<file path="config.mk">
export PLATFORM = sky130hd
export DESIGN_NAME = rfile_port_arbiter
export DESIGN_NICKNAME = d
export VERILOG_FILES = /design/src/rtl/rfile_port_arbiter.sv
export SDC_FILE = /design/constraint.sdc
export NUM_CORES = 1
export LEC_CHECK = 0
export ABC_AREA = 1
export CORE_AREA = 3 3 149 151
export DETAILED_ROUTE_END_ITERATION = 7
export DIE_AREA = 0 0 152 154
export GPL_TIMING_DRIVEN = 0
export PLACE_DENSITY = 0.59
export SLEW_MARGIN = 20
export SYNTH_ARGS = -nofsm -noshare
export SYNTH_HDL_FRONTEND = slang
export SYNTH_SLANG_ARGS = --single-unit
</file>
<file path="constraint.sdc">
create_clock -name clk -period 3.3 [get_ports clk]
set_input_delay 0.66 -clock clk [delete_from_list [all_inputs] [get_ports clk]]
set_output_delay 0.66 -clock clk [all_outputs]
set_load 0.05 [all_outputs]
</file>
<file path="src/rtl/rfile_port_arbiter.sv">
// rfile_port_arbiter: shares the rfile port between core and debug, one transaction per cycle.
// Optional `define RFILE_ARB_LOCK_EN adds dbg_lock and the DBG_LOCKED state.
module rfile_port_arbiter #(
  parameter int DATA_W    = 32,
  parameter int RF_ADDR_W = 32,
  parameter int MAX_WAIT  = 4
) (
  input  logic                 clk,
  input  logic                 reset,
  input  logic                 core_req,
  input  logic [4:0]           core_rs1_addr,
  input  logic [4:0]           core_rs2_addr,
  input  logic                 core_we,
  input  logic [4:0]           core_rd,
  input  logic [DATA_W-1:0]    core_wdata,
  output logic                 core_gnt,
  output logic                 core_rvalid,
  output logic [DATA_W-1:0]    core_rs1_data,
  output logic [DATA_W-1:0]    core_rs2_data,
  input  logic                 dbg_req,
  input  logic                 dbg_we,
  input  logic [4:0]           dbg_addr,
  input  logic [DATA_W-1:0]    dbg_wdata,
`ifdef RFILE_ARB_LOCK_EN
  input  logic                 dbg_lock,
`endif
  output logic                 dbg_gnt,
  output logic                 dbg_rvalid,
  output logic [DATA_W-1:0]    dbg_rdata,
  output logic [RF_ADDR_W-1:0] rf_rs1_addr,
  output logic [RF_ADDR_W-1:0] rf_rs2_addr,
  output logic [RF_ADDR_W-1:0] rf_rd,
  output logic                 rf_read_rs1,
  output logic                 rf_read_rs2,
  output logic                 rf_rd_write,
  output logic [DATA_W-1:0]    rf_rd_data,
  input  logic [DATA_W-1:0]    rf_rs1,
  input  logic [DATA_W-1:0]    rf_rs2
);
  typedef enum logic {ARB, DBG_LOCKED} state_t;
  localparam logic [3:0] MAX_CNT = 4'(MAX_WAIT);
  state_t     state;
  logic [3:0] wait_cnt;
  logic       core_rv, dbg_rv;
  logic       locked, dbg_win, core_win, dbg_rd, dbg_wr;
  // Every combinational output is gated by reset so nothing leaks while it is held low.
  always_comb begin
    locked        = reset && state == DBG_LOCKED;
    dbg_win       = reset && dbg_req && (wait_cnt == MAX_CNT || locked || !core_req);
    core_win      = reset && core_req && !dbg_win && !locked;
    dbg_rd        = dbg_win && !dbg_we;
    dbg_wr        = dbg_win && dbg_we;
    core_gnt      = core_win;
    dbg_gnt       = dbg_win;
    rf_read_rs1   = core_win || dbg_rd;
    rf_read_rs2   = core_win;
    rf_rs1_addr   = core_win ? RF_ADDR_W'(core_rs1_addr) : dbg_rd ? RF_ADDR_W'(dbg_addr) : '0;
    rf_rs2_addr   = core_win ? RF_ADDR_W'(core_rs2_addr) : '0;
    rf_rd_write   = core_win ? core_we && core_rd != '0 : dbg_wr && dbg_addr != '0;
    rf_rd         = core_win ? RF_ADDR_W'(core_rd) : dbg_wr ? RF_ADDR_W'(dbg_addr) : '0;
    rf_rd_data    = core_win ? core_wdata : dbg_wr ? dbg_wdata : '0;
    core_rvalid   = reset && core_rv;
    dbg_rvalid    = reset && dbg_rv;
    core_rs1_data = core_rvalid ? rf_rs1 : '0;
    core_rs2_data = core_rvalid ? rf_rs2 : '0;
    dbg_rdata     = dbg_rvalid ? rf_rs1 : '0;
  end
  always_ff @(posedge clk) begin
    if (!reset) begin
      state    <= ARB;
      wait_cnt <= '0;
      core_rv  <= 1'b0;
      dbg_rv   <= 1'b0;
    end else begin
      core_rv  <= core_win;
      dbg_rv   <= dbg_rd;
      wait_cnt <= (!dbg_req || dbg_win || locked) ? '0 : wait_cnt == MAX_CNT ? MAX_CNT : wait_cnt + 4'd1;
`ifdef RFILE_ARB_LOCK_EN
      state    <= (locked || dbg_win) && dbg_lock ? DBG_LOCKED : ARB;
`else
      state    <= ARB;
`endif
    end
  end
endmodule
</file>
# Yosys cells after proc, flatten, opt, wreduce, memory -nomap -nowiden
# Cells that the tools add are included.
# classes
addsub	1
n_mul	0
div	0
magnitude_cmp	0
eq_ne	1
shifts	0
muxes	12
n_bitwise	1
reduce_logical	21
# op_table
cell	count
$mux 32	5
$mux 5	5
$logic_and 1x1->1	10
$reduce_bool 5->1	2
$add 4x1->4 const B	1
$eq 4x3->1 const B	1
$logic_not 1->1	4
$logic_or 1x1->1	3
$mux 3	1
$reduce_or 3->1	1
$reduce_or 2->1	1
$mux 1	1
$not 1->1	1
# word_totals
ff_bits	6
latchBits	0
ramBits	0
romBits	0
inputBits	154
out_inout_bits	231
memories	0

# Depth between registers and ports, before layout
# logic_depth
word_depth	6
ltp_mapped	9
depth_no_buf	8

# Worst setup path before layout
# No wires, ideal clock.
# synth_path
path_type	input -> output
from	input dbg_req
to	output rf_rs1_addr[0]
arrival_time_ns	2.104
required_time_ns	2.640
path_slack_ns	0.536
stages	4
path_buffers	0
path_cell_list	nand2_1 > inv_2 > nand3_1 > o21ai_0
# synth_via
elab_chain_cells	5
# synth_rtl
item	line	text
from (decl)	20	input logic dbg_req,
$logic_and 1x1->1 (*) (2 in series)	49	dbg_win = reset && dbg_req && (wait_cnt == MAX_CNT || locked || !core_req);
$logic_and 1x1->1 or $logic_not 1->1 (tied branches)	51, 50	
$mux 5 or $logic_and 1x1->1 (tied branches)	57, 50	
$mux 5 (*)	57	rf_rs1_addr = core_win ? RF_ADDR_W'(core_rs1_addr) : dbg_rd ? RF_ADDR_W'(dbg_addr) : '0;
to (decl)	30	output logic [RF_ADDR_W-1:0] rf_rs1_addr,
# Every way passes the cells marked *; elsewhere a longest branch is shown, timed or not.

# Worst setup path in the final report
# layout_path
from	input reset
to	output rf_rd_data[19]
# layout_via
elab_chain_cells	5
# layout_rtl
item	line	text
from (decl)	9	input logic reset,
$logic_and 1x1->1 (2 in series)	49	
$logic_and 1x1->1 or $logic_not 1->1 (tied branches)	52, 50	
$mux 32 or $logic_and 1x1->1 (tied branches)	61, 50	
$mux 32 (*)	61	rf_rd_data = core_win ? core_wdata : dbg_wr ? dbg_wdata : '0;
to (decl)	36	output logic [DATA_W-1:0] rf_rd_data,
# Marked as above.

==> out/results.ini <==
[pwr]
p_total_mw = 1.15
p_sw_mw = 0.605
power.clock.fraction_pct = 17.1
swShare_pct = 52.5
leakage_nw = 3.79
p_per_area_nw_per_um2 = 195
pwr-share-comb_pct = 76.3
p_int_mw = 0.548
pwr-share-seq_pct = 6.5
vdd_drop_max_uv = 131

[layout]
nFillCells = 2368
fin_util_pct = 28.3
antenna_cells = 0
synthToLayoutAreaGrowth_pct = 154
layout-drive-gt1-share_pct = 17.2
final_cells = 1108
nets = 991
design_area_um2 = 5930
seqCellArea_um2 = 120
multi_input_area_um2 = 1420

[placed_design]
gpl.final_weighted_congestion = 0.790
hpwlAfterDp_um = 11900
place_area_um2 = 6010
io_buffers = 303
placed_cells = 1105

[synthesis]
synth_area_leader_cell = buf_4
synthFlopType = dfxtp_1
async_reset_ff_share_pct = 0
synth_top_area_share_pct = 26.3
syn-mean-instance-area_um2 = 5.23
synth_edf_count = 0
syn_inst = 447
yosys-top-cells-area = buf_4 26%, nor2_1 17%, inv_1 14%
synth-seq-area-share_pct = 5.14
ys_ff_latch = 6
synth_most_common_cell = nor2_1
synth_cell_types = 24
synth_top_cells_by_count = 106 x nor2_1, 87 x inv_1, 82 x buf_4, 53 x nand2_1, 48 x nand3_1
synth_area_um2 = 2340
synth_warnings = 0

[worst_setup_path]
crit_cells = 9
cpLargestDelayFamily = buffers and inverters
cp.required_ns = 2.64
path_buf_inv = 5
critPathMaxFanout = 10
slowest_stage = clkdlybuf4s50_1
end_kind = primary output
crit_type = in2out
path_cells = clkdlybuf4s50_1 > nand2_1 > inv_2 > nand3_4 > inv_6 > buf_12 > nand2_2 > nand2_1 > dlygate4sd2_1
r2r.worst_path.cells = 6
slowest_delay_ns = 0.55
cpMostUsedCell = nand2_1
startpoint_type = input port
worst_ep_arrival_time_ns = 2.55

[die]
die_y_um = 154
io-pin-count = 385
die_w_um = 152
core_area_um2 = 21000
rows = 53
die_area_um2 = 23400
initial_core_util_pct = 11.2

[grt]
grt_max_degree = 11
antenna_found_initial = 0
grt_overflow = 0
grt_pass1_wl_um = 19200
first_global_vias = 3544
grtUsageTotal_pct = 10.1

[cts]
clk_path_buf_depth = 2
cts.htree.levels = 1
path_clk_slew_ns = 0.04
cts_buffers = 3
clkSinkCount = 6
tritoncts = done
ctsRootBufferMaster = clkbuf_16
cts_hold_buf = 0
insertion_delay_ns = 0.23

[sta]
rsz0062_at_grt = false
setup_viol = 0
tightest_slew_ns = 0.521
drv_slew = 0
min_period_ns = 3.21
fmax_mhz = 311
min_period_over_period_pct = 97.4
relSlewSlack_pct = 65.2
finClkSkew_ns = 0.00483
hold_viol_final = 0

[routing]
wirelength_um = 13300
drt-vias-per-instance = 3.32
drc = 0
first_iter_violations = 66
wl_per_cell_um = 12.0
drtPass1Iterations = 4
final_antenna_net_count = 0
num_vias = 3676

[status]
status = finished clean

[run]
cap_violations = 0

[worst_hold_path]
whs_path_depth = 1
hold_class = reg2reg

-- metrics by stage --
stage	setup slack [ns]	hold slack, ns	setup TNS [ns]
after global routing	0.00188	0.512	0
after floorplan	0.536	0.430	0
after detailed placement	-0.347	0.454	-15.79
final	0.0855	0.460	0
after CTS	0.0000548	0.463	0
after global placement	-0.384	0.448	-14.00
-- power by group through the flow --
stage                     combinational (mW)  sequential (mW)  clock (mW)
final                                  0.881           0.0755       0.198
after floorplan                        0.582           0.0764           0
after detailed placement               0.916           0.0765           0
after CTS                              0.882           0.0755       0.201
after global routing                   0.925           0.0757       0.206
after global placement                 0.915           0.0765           0
-- cell families after synthesis --
| kind of cell | share of synthesized area [%] |
|---|---|
| AOI/OAI and AO/OA | 2.36 |
| buffers and inverters | 47.0 |
| other | 0.160 |
| xor gates and xnor gates | 0.750 |
| adders and majority gates | 1.07 |
| and+or+nand+nor | 43.5 |
| DFF | 5.14 |
-- registers in the layout, summed over array words and instances, names as in the netlist --
signal and flops:
dbg_rv 1, core_rv 1, wait_cnt 4
-- worst reg2reg max path: stages (launching register included) --
cell and delay (ns):
dfxtp_1 0.37, inv_1 0.06, ha_1 0.20, nand3_2 0.12, nand2_4 0.08, nand3_1 0.23, inv_1 0.08
-- routing by layer --
metal	track usage, %	vias up	part of all wire [%]	wire [um]
li1	-	1907	-	-
met1	10.2	1494	35	4690
met2	19.7	250	51	6840
met3	2.79	25	9.9	1320
met4	3.55	0	3.3	439
met5	0	-	0	0
-- timing repair --
item / 4_1_cts / 5_1_grt
gates cloned: 0 / 0
buffers inserted: 0 / 0
gates resized for setup: 138 / 32
endpoints found under the setup margin: 136 / 23
-- cells in the final DEF, fill, tap and decap left out, drive strengths merged --
| cell | instances |
|---|---|
| inv | 89 |
| o21ai | 10 |
| dlygate4sd2 | 117 |
| xnor2 | 1 |
| clkdlybuf4s15 | 4 |
| a21oi | 1 |
| nand3 | 50 |
| conb | 81 |
| clkdlybuf4s50 | 161 |
| nand2 | 75 |
| xor2 | 1 |
| dfxtp | 6 |
| clkinv | 1 |
| dlymetal6s2s | 11 |
| buf | 100 |
| clkbuf | 16 |
| ha | 2 |
| nor3 | 1 |
| nor2 | 106 |
-- layout make-up --
| class | instances | area share [%] |
|---|---|---|
| clock buffers | 3 | 1.27 |
| multi-input cells | 328 | 24.0 |
| well taps | 275 | 5.80 |
| plain buffers | 103 | 12.8 |
| flip-flops and latches | 6 | 2.03 |
| repair buffers | 303 | 48.4 |
| inverters | 90 | 5.78 |
-- final timing paths --
kind | startpoint | endpoint | slack, ns
worst min-delay path | wait_cnt[0]$_SDFF_PP0_ | wait_cnt[0]$_SDFF_PP0_ | 0.46
worst min register to register | wait_cnt[0]$_SDFF_PP0_ | wait_cnt[0]$_SDFF_PP0_ | 0.46
worst max-delay path | reset | rf_rd_data[19] | 0.09
worst max register to register | wait_cnt[0]$_SDFF_PP0_ | dbg_rv$_SDFF_PN0_ | 2.04
No activity file was read; power rests on OpenSTA's default activity.
